$ cat config.mk
export PLATFORM = sky130hd
export DESIGN_NAME = osd_wr_sched
export DESIGN_NICKNAME = d
export VERILOG_FILES = /design/src/rtl/osd_wr_sched.sv
export SDC_FILE = /design/constraint.sdc
export NUM_CORES = 1
export LEC_CHECK = 0
export BUFFER_PORTS_ARGS = -buffer_cell sky130_fd_sc_hd__clkbuf_2
export CAP_MARGIN = 20
export CORE_MARGIN = 4
export CORE_UTILIZATION = 43
export CTS_CLUSTER_DIAMETER = 80
export CTS_CLUSTER_SIZE = 16
export DETAILED_ROUTE_END_ITERATION = 8
export PLACE_DENSITY = 0.61
export RECOVER_POWER = 50
export SLEW_MARGIN = 20
export SYNTH_ARGS = -nofsm -noshare
export SYNTH_HDL_FRONTEND = slang
export SYNTH_SLANG_ARGS = --single-unit
$ cat constraint.sdc
create_clock -name clk_in -period 13.4 [get_ports clk_in]
set_clock_uncertainty 0.05 [all_clocks]
set_input_delay 2.01 -clock clk_in [delete_from_list [all_inputs] [get_ports clk_in]]
set_output_delay 2.01 -clock clk_in [all_outputs]
set_load 0.05 [all_outputs]
$ cat src/rtl/osd_wr_sched.sv
// OSD bitmap RAM write scheduler: shares one write port between host
// single-word writes and a solid-colour rectangle-fill engine.
//
// Ports:
//   clk_in, rst            : OSD AXI clock, synchronous active-high reset
//   hst_wreq/waddr/wdata   : host write request (held until accepted)
//   hst_wack               : combinational host accept
//   cmd_*                  : fill command (valid/ready handshake)
//   abort                  : abandon the running fill
//   osd_waddr/wdata/wreq   : registered RAM write port
//   busy, done, err        : fill status (busy in FILL, done pulse, sticky err)
module osd_wr_sched #(
   parameter int C_DEPTH_WORDS  = 32768,
   parameter int C_HOST_MAX_RUN = 4
) (
   input  logic        clk_in,
   input  logic        rst,
   input  logic        hst_wreq,
   input  logic [15:0] hst_waddr,
   input  logic [31:0] hst_wdata,
   output logic        hst_wack,
   input  logic        cmd_valid,
   output logic        cmd_ready,
   input  logic [11:0] cmd_x,
   input  logic [11:0] cmd_y,
   input  logic [11:0] cmd_w,
   input  logic [11:0] cmd_h,
   input  logic [11:0] cmd_pitch,
   input  logic [3:0]  cmd_color,
   input  logic        abort,
   output logic [15:0] osd_waddr,
   output logic [31:0] osd_wdata,
   output logic        osd_wreq,
   output logic        busy,
   output logic        done,
   output logic        err
);

   typedef enum logic [1:0] {
      S_IDLE,
      S_FILL,
      S_DONE
   } state_t;

   localparam logic [31:0] DEPTH   = 32'(C_DEPTH_WORDS);
   localparam logic [3:0]  MAX_RUN = 4'(C_HOST_MAX_RUN);

   state_t      state;
   state_t      state_nx;

   logic [11:0] f_w;
   logic [11:0] f_h;
   logic [11:0] f_pitch;
   logic [3:0]  f_color;
   logic [11:0] col;
   logic [11:0] row;
   logic [15:0] row_base;
   logic [3:0]  host_run;

   logic [31:0] end_addr;
   logic        cmd_take;
   logic        cmd_null;
   logic        cmd_bad;
   logic        fill_want;
   logic        hst_grant;
   logic        fill_grant;
   logic        col_last;
   logic        row_last;

   // Last word the rectangle touches, evaluated at full width so that
   // oversized commands cannot wrap back into the legal range.
   assign end_addr = (32'(cmd_y) + 32'(cmd_h) - 32'd1) * 32'(cmd_pitch)
                   + 32'(cmd_x) + 32'(cmd_w) - 32'd1;

   // Empty rectangles finish quietly; their end address is meaningless.
   assign cmd_null = (cmd_w == 12'd0) || (cmd_h == 12'd0);
   assign cmd_bad  = !cmd_null &&
                     ((end_addr >= DEPTH) ||
                      ((13'(cmd_x) + 13'(cmd_w)) > 13'(cmd_pitch)));

   assign cmd_ready = (state == S_IDLE);
   assign cmd_take  = cmd_valid & cmd_ready;

   // The fill yields to the host except after MAX_RUN straight host
   // grants, which forces one fill slot so the fill cannot starve.
   assign fill_want  = (state == S_FILL) && !abort;
   assign hst_wack   = hst_wreq && !(fill_want && (host_run == MAX_RUN));
   assign hst_grant  = hst_wreq & hst_wack;
   assign fill_grant = fill_want && !hst_grant;

   assign col_last = (col == f_w - 12'd1);
   assign row_last = (row == f_h - 12'd1);

   assign busy = (state == S_FILL);
   assign done = (state == S_DONE);

   always_comb begin
      state_nx = state;
      unique case (state)
         S_IDLE: begin
            if (cmd_take) begin
               if (cmd_null || cmd_bad) state_nx = S_DONE;
               else                     state_nx = S_FILL;
            end
         end
         S_FILL: begin
            if (abort)
               state_nx = S_DONE;
            else if (fill_grant && col_last && row_last)
               state_nx = S_DONE;
         end
         S_DONE:  state_nx = S_IDLE;
         default: state_nx = S_IDLE;
      endcase
   end

   always_ff @(posedge clk_in) begin
      if (rst) begin
         state     <= S_IDLE;
         osd_wreq  <= 1'b0;
         osd_waddr <= 16'd0;
         osd_wdata <= 32'd0;
         err       <= 1'b0;
         f_w       <= 12'd0;
         f_h       <= 12'd0;
         f_pitch   <= 12'd0;
         f_color   <= 4'd0;
         col       <= 12'd0;
         row       <= 12'd0;
         row_base  <= 16'd0;
         host_run  <= 4'd0;
      end else begin
         state    <= state_nx;
         osd_wreq <= hst_grant | fill_grant;

         if (hst_grant) begin
            osd_waddr <= hst_waddr;
            osd_wdata <= hst_wdata;
         end else if (fill_grant) begin
            osd_waddr <= row_base + 16'(col);
            osd_wdata <= {8{f_color}};
         end

         if ((state != S_FILL) || fill_grant)
            host_run <= 4'd0;
         else if (hst_grant)
            host_run <= host_run + 4'd1;

         if (cmd_take) begin
            f_w      <= cmd_w;
            f_h      <= cmd_h;
            f_pitch  <= cmd_pitch;
            f_color  <= cmd_color;
            col      <= 12'd0;
            row      <= 12'd0;
            // The only multiply; rows advance by adding pitch.
            row_base <= 16'(cmd_y) * 16'(cmd_pitch) + 16'(cmd_x);
            err      <= cmd_bad;
         end else if (fill_grant) begin
            if (col_last) begin
               col      <= 12'd0;
               row      <= row + 12'd1;
               row_base <= row_base + 16'(f_pitch);
            end else begin
               col <= col + 12'd1;
            end
         end
      end
   end

endmodule

# After elaboration in Yosys (flattened, before gate mapping)

Cells that the tools add are included.

Bits in registers: 136
Bits of input ports: 117
Output and inout port bits: 54

$add $sub $neg: 14
Multipliers: 2
Magnitude comparators: 2
Eq/ne operators: 8
Mux-type cells: 13
Bitwise logic cells: 3
Reductions and logical operators: 26

Operators with widths:

| cell                                                                    | number |
|---|---|
| 16-bit two-way mux                                                      | 5 |
| 32-bit two-way mux                                                      | 2 |
| 16-bit by 12-bit adder with 16-bit output                               | 3 |
| 32-bit by 16-bit >= comparator with 1-bit output, second input constant | 1 |
| 29-bit by 2-bit subtractor with 30-bit output, second input constant    | 1 |
| 28-bit by 13-bit adder with 29-bit output                               | 1 |
| 27-bit by 13-bit adder with 28-bit output                               | 1 |
| 14-bit by 13-bit multiplier with 27-bit output                          | 1 |
| 12-bit by 12-bit adder with 13-bit output                               | 2 |
| 12-bit by 1-bit adder with 12-bit output, second input constant         | 2 |
| 12-bit == test                                                          | 2 |
| 12-bit logical NOT                                                      | 2 |
| 12-bit by 1-bit subtractor with 12-bit output, second input constant    | 2 |
| 12-bit by 12-bit multiplier with 16-bit output                          | 1 |
| 13-bit by 1-bit subtractor with 14-bit output, second input constant    | 1 |
| 13-bit by 12-bit greater-than comparator with 1-bit output              | 1 |
| 12-bit two-way mux                                                      | 1 |
| 2-bit two-way mux                                                       | 4 |
| 1-bit logical AND                                                       | 7 |
| 2-bit AND reduction                                                     | 3 |
| 2-bit nonzero test                                                      | 3 |
| 4-bit by 1-bit adder with 4-bit output, second input constant           | 1 |
| 4-bit by 3-bit == test with 1-bit output, second input constant         | 1 |
| 1-bit logical NOT                                                       | 4 |
| 10 further kinds                                                        | 16 |

# Logic depth before layout (Yosys ltp)

Gate-level depths: netlist of the first run.

Word-level depth: 13
Depth in mapped cells: 39
Gate-level depth less buffers: 37

# Worst setup path after synthesis of the first run

Ideal clock, no wire load.

Path kind: input-to-reg
Start: input cmd_y[1]
End: register state[1]
Setup time: 122 ps
Data arrival time: 10704 ps
Data required time: 13228 ps
Slack: 2525 ps
Cell stages on the path: 37
Buffers on the path: 3
Path through: clkbuf_1 > inv_1 > ha_1 > inv_1 > ha_1 > inv_1 > fa_1 > nor2b_1 > o21ai_0 > a21boi_0 > o21ai_0 > a21oi_1 > o21a_1 > o21ai_0 > a21oi_1 > clkbuf_1 > or3_1 > fa_1 > fa_1 > inv_1 > fa_1 > fa_1 > fa_1 > inv_1 > fa_1 > inv_1 > ha_1 > clkbuf_1 > nand2_1 > o21ai_0 > o31ai_1 > a31oi_1 > mux2_2 > a211oi_1 > nand4_1 > or3_1 > o311a_1

Longest elaborated chain between the ends: 13

RTL lines:

| what                                             | RTL line | source |
|---|---|---|
| from (decl)                                      | 25       | `input logic [11:0] cmd_y,` |
| 12-bit by 12-bit adder with 13-bit output        | 72       | `assign end_addr = (32'(cmd_y) + 32'(cmd_h) - 32'd1) * 32'(cmd_pitch)` |
| 13-bit by 1-bit subtractor with 14-bit output    | 72       |  |
| 14-bit by 13-bit multiplier with 27-bit output   | 72       |  |
| 27-bit by 13-bit adder with 28-bit output        | 73       | `+ 32'(cmd_x) + 32'(cmd_w) - 32'd1;` |
| 28-bit by 13-bit adder with 29-bit output        | 73       |  |
| 29-bit by 2-bit subtractor with 30-bit output    | 73       |  |
| 32-bit by 16-bit >= comparator with 1-bit output | 78       | `((end_addr >= DEPTH) \|\|` |
| 1-bit logical OR                                 | 78       |  |
| 1-bit logical AND                                | 77       | `assign cmd_bad = !cmd_null &&` |
| 1-bit logical OR                                 | 102      | `if (cmd_null \|\| cmd_bad) state_nx = S_DONE;` |
| 2-bit two-way mux                                | 102      |  |
| 2-bit two-way mux                                | 101      | `if (cmd_take) begin` |
| 2-bit one-hot mux with 2 select lines            | 99       | `unique case (state)` |
| to (signal assigned)                             | 133      | `state <= state_nx;` |
| to (decl)                                        | 48       | `state_t state;` |

No other way between the ends. The select of a mux whose other input is x is not followed.
A chain may end at the register's enable or synchronous reset.

# Worst setup path after layout of the first run

Start: input cmd_y[0]
End: register state[1]

Same word-level chain as after synthesis.

==> run summary, run 1 <==
The run finished, with violations left. The checks that failed: capacitance limit, slew limit. The run gives 3181 as the cell count after placement. Static timing analysis puts the maximum clock frequency at 0.0866 GHz. The netlist uses 68 different library cells.

The period utilization is 86.1%. For the synthesized netlist net count, the log shows 3114. The tools report the sort of element at the start of the critical path as a primary input. For this run, the leading register cell type out of synthesis is sky130_fd_sc_hd__dfxtp_1. The launch instance of the worst register-to-register path is state[0]. The adder and majority gate portion of the synthesized area is 40.9%.

The setup slack of the worst register-to-register path was 8100 ps; the number of DRC markers after the initial detailed-route iteration was 1080. The final layout contains 3202 nets. The total of hold buffers inserted after clock tree synthesis is 0. The total area inside the core boundary comes to 46900 sq um. The average cell area after synthesis is 8.20 sq um. For the largest net degree at the start of global routing, the log shows 71. In the synthesized netlist, the number of instances is 2506. The critical path class was in2reg. The slowest library cell on the worst path is sky130_fd_sc_hd__a21oi_1. The area occupied by registers was 2720 sq um. Setup repair after global routing left no endpoint under its margin. The initial standard-cell utilization of the core came out at 43.9%. The startpoint of the tightest hold check path was f_color[3]. The logs give 3 for the max capacitance violation total and 92.6 mm for the wire length of the first global-routing pass.

The logs give 0 ps for the aggregate negative setup slack and 0 for the number of gates resized after CTS. Counting cells, the worst reg-to-reg path comes to 10. The initial antenna violation count came out at 1. For the endpoint arrival time on the critical path, the log shows 11790 ps. Clock tree synthesis found a total of 136 sinks.

The simple logic cell fraction of the synthesized area was 18.2%. The worst hold path belongs to the class reg2reg. The number of buffers inserted by port buffering was 170; the worst relative slew slack was -80.2%. For this run, the slowest stage of the critical path takes 590 ps. The worst hold path terminates at f_color[3].

The via count of the first global-routing pass was 17.4k. The tools report the sum of overflow across all layers after global routing as 0. In this run the count of I/O pins placed on the die edge is 171. Together, buffers and inverters on the worst path number 8.

Setup violations remaining at the end of the flow were counted as 0. Across all layers, the routed design uses 17.3k vias. By area, the combinational part of the netlist is dominated by adder cells.

The number of synthesized flops with an enable pin is 0. Along the worst hold path, the cell count comes to 2. The maximum level of the CTS H-tree is 4, and the post-CTS setup buffer count is 0.

For the clock latency of the later-clocked register in the worst-skew pair, the log shows 420 ps. In the final layout, the share of cells above drive strength 1 is 6.87%. The area of combinational cells with multiple inputs came out at 15600 sq um. TritonCTS built the clock tree. After synthesis, the share of flip-flops with an asynchronous set or reset is 0%. For this block, the routed nets add up to 57.5 mm of wire. Number of failing hold endpoints at the final stage: 0. Die outline area: 51300 sq um.

Compared with the post-synthesis result, the final layout area differs by 8.86%. At the worst endpoint, the required time is 13650 ps. For this run, design rule violations remaining after detail routing come to 0.

At the pin with the least slew margin, the transition time is 2700 ps. The synthesized netlist devotes 11.0% of its cell area to compound gates. Excluding fillers, the count of instances in the completed layout stands at 3213. After filler insertion, the fill cell instance count of the layout stands at 4704.

0 antenna diodes ended up in the layout. The share of the synthesized area in the top cell type was 29.2%; the worst-path maximum fanout was 11. The number of buffers between clock root and the deepest sink was 2; the xor/xnor share of the synthesized area was 5.24%. In the synthesized netlist, mux cells make up 0.652% of the area. For this run, the number of Yosys warnings is 0. Counting instances in the post-synthesis netlist gives the leading cell types as 464 x sky130_fd_sc_hd__inv_1, 300 x sky130_fd_sc_hd__fa_1, 300 x sky130_fd_sc_hd__nand2_1, 191 x sky130_fd_sc_hd__ha_1, 181 x sky130_fd_sc_hd__nor2_1. The kind of end point of the critical path was a flip-flop. Cell type group with the largest total delay on the critical path: adder cells. The worst register-to-register path ends at osd_waddr[14]. The die width is 227 microns, and the mapped cell area is 20500 sq um. After clock tree synthesis, the clock-pin slew on the worst setup and hold paths is 60 ps. The pre-antenna-repair detailed-routing pass consisted of 5 iterations. The fraction of the yosys area taken by sequential cells came out at 13.3%. The minimum period implied by the final worst setup slack came out at 11540 ps. In this run the core area contains 79 standard-cell rows. In this run, synthesis produced a sequential element count of 136. sky130_fd_sc_hd__inv_1 is the most common cell in the netlist. Counting the buffers created by CTS gives 17. In the final routed layout, each cell accounts on average for 17.9 microns. By area the synthesized netlist is led by sky130_fd_sc_hd__fa_1 29%, sky130_fd_sc_hd__dfxtp_1 13%, sky130_fd_sc_hd__ha_1 12%, sky130_fd_sc_hd__inv_1 8.5%, sky130_fd_sc_hd__nand2_1 5.5%.

The die outline height was 227 microns; the last weighted congestion value of the routability-driven placer was 0.908. Once detail routing completed, the nets flagged for antenna violations numbered 0. Of all cell types, the one taking the most synthesized area is sky130_fd_sc_hd__fa_1.

Global routing used 22.5% of the available tracks across all layers. The HPWL after detailed placement is 45.8 mm. The clock tree root driver cell is sky130_fd_sc_hd__clkbuf_16. The count of pins over their slew limit is 158, and the mean number of vias per cell is 5.38.
## worst max path at each step
stage	from	to	slack (ps)	depth (start not counted)
after floorplan	cmd_y[1]	state[1]	2520	37
after global placement	cmd_y[0]	state[1]	1810	36
after detailed placement	cmd_y[0]	state[1]	1540	36
after CTS	cmd_y[0]	state[1]	1950	36
after global routing	cmd_y[0]	state[1]	1070	36
final	cmd_y[0]	state[1]	1860	36
## final cells by class
cell class / instances / share of cell area, %
Tap cell: 607 / 3.40
Sequential cell: 136 / 12.2
Multi-Input combinational cell: 1786 / 69.9
Clock inverter: 13 / 0.766
Inverter: 469 / 7.87
Clock buffer: 18 / 1.92
Timing Repair Buffer: 184 / 3.95
## logic make-up (layout without fill, tap and decap cells)
kind of cell               Yosys count  in the layout
and+or+nand+nor                    800            800
buffers and inverters              584            684
adders and majority gates          491            491
AOI/OAI and AO/OA                  360            360
DFF                                136            136
xor gates and xnor gates           123            123
muxes                               12             12
## stage by stage
| stage | hold slack, ps | utilization (%) | setup slack (ps) | instance area, sq um |
|---|---|---|---|---|
| after floorplan | 382 | - | 2520 | 20500 |
| after global placement | 388 | 46.6 | 1810 | 21800 |
| after detailed placement | 394 | 46.6 | 1540 | 21800 |
| after CTS | 402 | 47.9 | 1950 | 22400 |
| after global routing | 431 | 47.7 | 1070 | 22400 |
| final | 399 | 47.7 | 1860 | 22400 |
## placed cells by master (no fill, tap or decap), types with 30 or more instances in the layout
| master | n |
|---|---|
| sky130_fd_sc_hd__ha_1 | 191 |
| sky130_fd_sc_hd__xnor2_1 | 80 |
| sky130_fd_sc_hd__a21oi_1 | 125 |
| sky130_fd_sc_hd__nor3_1 | 73 |
| sky130_fd_sc_hd__clkbuf_1 | 55 |
| sky130_fd_sc_hd__a211oi_1 | 53 |
| sky130_fd_sc_hd__dfxtp_1 | 136 |
| sky130_fd_sc_hd__nand3_1 | 30 |
| sky130_fd_sc_hd__inv_1 | 464 |
| sky130_fd_sc_hd__fa_1 | 300 |
| sky130_fd_sc_hd__clkbuf_2 | 118 |
| sky130_fd_sc_hd__nor2_1 | 181 |
| sky130_fd_sc_hd__xor2_1 | 41 |
| sky130_fd_sc_hd__and2_1 | 64 |
| sky130_fd_sc_hd__nand2_1 | 299 |
| sky130_fd_sc_hd__o21ai_0 | 67 |
## per-layer routing
layer  track usage [%]  vias up  wire length, microns
met1              33.1     8631                 27200
li1                  -     8165                     -
met2              36.3      447                 26300
met3              3.46       34                  3460
met4              2.85        2                   476
met5                 0        -                    20
## flip-flops by register name (all words and copies together) (netlist names)
register   count
err            1
col           12
f_pitch       12
state          2
row_base      16
osd_wreq       1
f_h           12
f_w           12
row           12
osd_waddr     16
f_color        4
osd_wdata     32
host_run       4
## worst min-delay path, cell delays in order, from the launching register on
cell                      delay (ps)
sky130_fd_sc_hd__dfxtp_1         300
sky130_fd_sc_hd__nand2_1          50
sky130_fd_sc_hd__a21oi_1          50
Power of run 1 is left out: the tool's default activity adds up to more than one toggle a clock period on the data nets, which glitch-free logic cannot reach.
==> run 2, diff against run 1 <==
- CORE_ASPECT_RATIO: unset -> 0.6
==> run 2 against run 1 <==
Compared with the run above: the flow still finishes with violations (capacitance limit, slew limit); non-clock buffer count increased by 2; die area up 0.22%; routed wire length is 13% higher; setup slack worse by 240 ps; sequential share of layout area hardly changed; cell count up 0.87%; cell area grew 0.36%; critical path depth did not move; flip-flop and latch count stayed put; global-route usage up 2.9 points; first-iteration DRC count up 41%; core utilization rose by 0.24 points.
==> run summary, run 2 (synthesis gave the netlist of run 1 again) <==
The top achievable clock speed came out at 0.0849 GHz. The count of buffering cells on the critical path with inverters included is 8. The detail route stage leaves a number of antenna-violating nets equal to 0. Clock latency of the later-clocked register in the worst-skew pair: 430 ps.

The critical path in this run is classified as in2reg. The HPWL after detailed placement came out at 52.4 mm. The number of clock buffers inserted by TritonCTS is 17, and the aggregate negative setup slack is 0 ps.

The sort of element at the start of the critical path was a primary input. For this run, the slowest stage of the critical path takes 640 ps. After clock tree synthesis, the repair step resized 0 gates. Global routing used 25.4% of the available tracks across all layers. The final reports fail on capacitance limit, slew limit. The proportion of layout cells with a drive suffix above 1 was 7.32%; the minimum period implied by the final worst setup slack was 11780 ps. The tools report the via count of the first global-routing pass as 17.8k. The launch instance of the worst register-to-register path is f_w[2]. The total detailed-routing wirelength came out at 64.9 mm. The number of failing hold endpoints at the final stage is 0, and the total iterations of the first detailed-routing run is 6.

The number of DRC markers after the initial detailed-route iteration came out at 1527. STA classifies the critical path endpoint as a flip-flop. The run gives 3 as the initial antenna violation count. After clock tree synthesis, the clock-pin slew on the worst setup and hold paths is 60 ps. Setup violations remaining at the end of the flow were counted as 0. The worst hold path begins at f_color[0]. In this run the post-CTS setup repair buffer count came out at 0. Setup repair after global routing left no endpoint under its margin. The total via count after detailed routing is 17.5k, and the setup slack of the worst register-to-register path is 9450 ps. Period utilization: 87.9%.

Worst flop-to-flop path endpoint: row[9]. The tools report the maximum level of the CTS H-tree as 4. The largest individual stage delay along the critical path comes from the cell sky130_fd_sc_hd__a21oi_1.

171 I/O pins were placed. For this run the aggregate overflow at the end of global routing stands at 0. The tools report the summed area of non-filler cells in the final layout as 22400 sq um. The largest registers in the layout are osd_wdata: 32 flops, osd_waddr: 16 flops, row_base: 16 flops. The wire length of the first global-routing pass came out at 102 mm. In this run the tool buffered the top-level ports with 170 buffer cells. The tools report the worst min-delay path endpoint as f_color[0]. Counting cells, the worst reg-to-reg path comes to 9. At the end of the flow the core is filled with cells to 48.0%. In this run the standard cell core region covers 46800 sq um. CTS saw 136 sinks. After detailed routing, the number of vias per cell comes to 5.39.

The last weighted congestion value of the routability-driven placer came out at 0.960. From left edge to right edge, the die measures 290 microns. The clock passes through at most 2 buffers. The tools report the number of DRC violations after detailed routing as 0. The actual transition at the worst max-transition pin works out to 4750 ps. The max capacitance violation total was 1; the endpoint required time on the critical path was 13660 ps. Row generation in the floorplan step produced 61 rows. After detailed placement, the total cell area comes to 21900 sq um. The cell sitting at the root of the clock tree is a sky130_fd_sc_hd__clkbuf_16. The flow ran to the end, but the final reports show violations. TritonCTS built the clock tree.

In the layout the commonest cells are 464 x sky130_fd_sc_hd__inv_1, 300 x sky130_fd_sc_hd__fa_1, 299 x sky130_fd_sc_hd__nand2_1. Relative to the synthesized area, the layout overhead comes to 9.26%. In the final routed layout, each cell accounts on average for 20.0 microns. The die outline area was 51500 sq um. The die outline height was 177 microns; the endpoint arrival time on the critical path was 12040 ps. The largest net degree at the start of global routing was 102; the initial standard-cell utilization of the core was 43.9%. For the count of pins over their slew limit, the log shows 102. The library cell used most frequently in the layout, excluding fill and tap cells, is sky130_fd_sc_hd__inv_1.

The worst-path maximum fanout is 11. The worst pin sits at a relative slew slack of -217%. After clock tree synthesis, the flow added hold-fix buffers numbering 0. The worst hold path passes through 2 cells. The path type of the worst min-delay path was reg2reg. The cell type group with the largest total delay on the critical path is adder cells. The register with the most flip-flops in the layout has 32 of them. In the final design database the tool counted 3204 nets.

Counting flops per register, the top entry is osd_wdata.
[run 2: metal layers]
metal,vias to the layer above,global-route usage [%],routed length [microns]
met4,2,5.16,1200
met2,628,34.6,24900
met3,81,9.57,7730
met5,-,0,12
li1,8159,-,-
met1,8593,38.0,31100
[run 2: worst max-delay path by stage]
| stage | start | to | cells after the start |
|---|---|---|---|
| 3_5_place_dp | cmd_y[0] | state[1] | 36 |
| 3_3_place_gp | cmd_y[0] | state[1] | 36 |
| 2_1_floorplan | cmd_y[1] | state[1] | 37 |
| 6_report | cmd_y[0] | state[1] | 36 |
| 5_1_grt | cmd_y[0] | state[1] | 36 |
| 4_1_cts | cmd_y[0] | state[1] | 36 |
[run 2: final cells by class]
type,count,area (sq um)
Fill cell,4573,24300
Multi-Input combinational cell,1786,15700
Timing Repair Buffer,186,907
Inverter,469,1760
Clock inverter,15,175
Clock buffer,17,425
Antenna cell,2,5.00
Sequential cell,136,2720
Tap cell,630,788
[run 2: through the flow]
stage / instances / hold WS, ps / worst slack, ps
2_1_floorplan: 2506 / 382 / 2520
3_3_place_gp: 3207 / 391 / 1690
3_5_place_dp: 3207 / 393 / 1320
4_1_cts: 3239 / 402 / 1720
5_1_grt: 3240 / 425 / 681
6_report: 3241 / 402 / 1620
[run 2: worst register-to-register path, delay by kind of cell (launching register included)]
kind	cells	cell delay [ps]
flops	1	390
compound gates	3	1020
simple gates	6	2390
Power of run 2 is left out for the same reason.
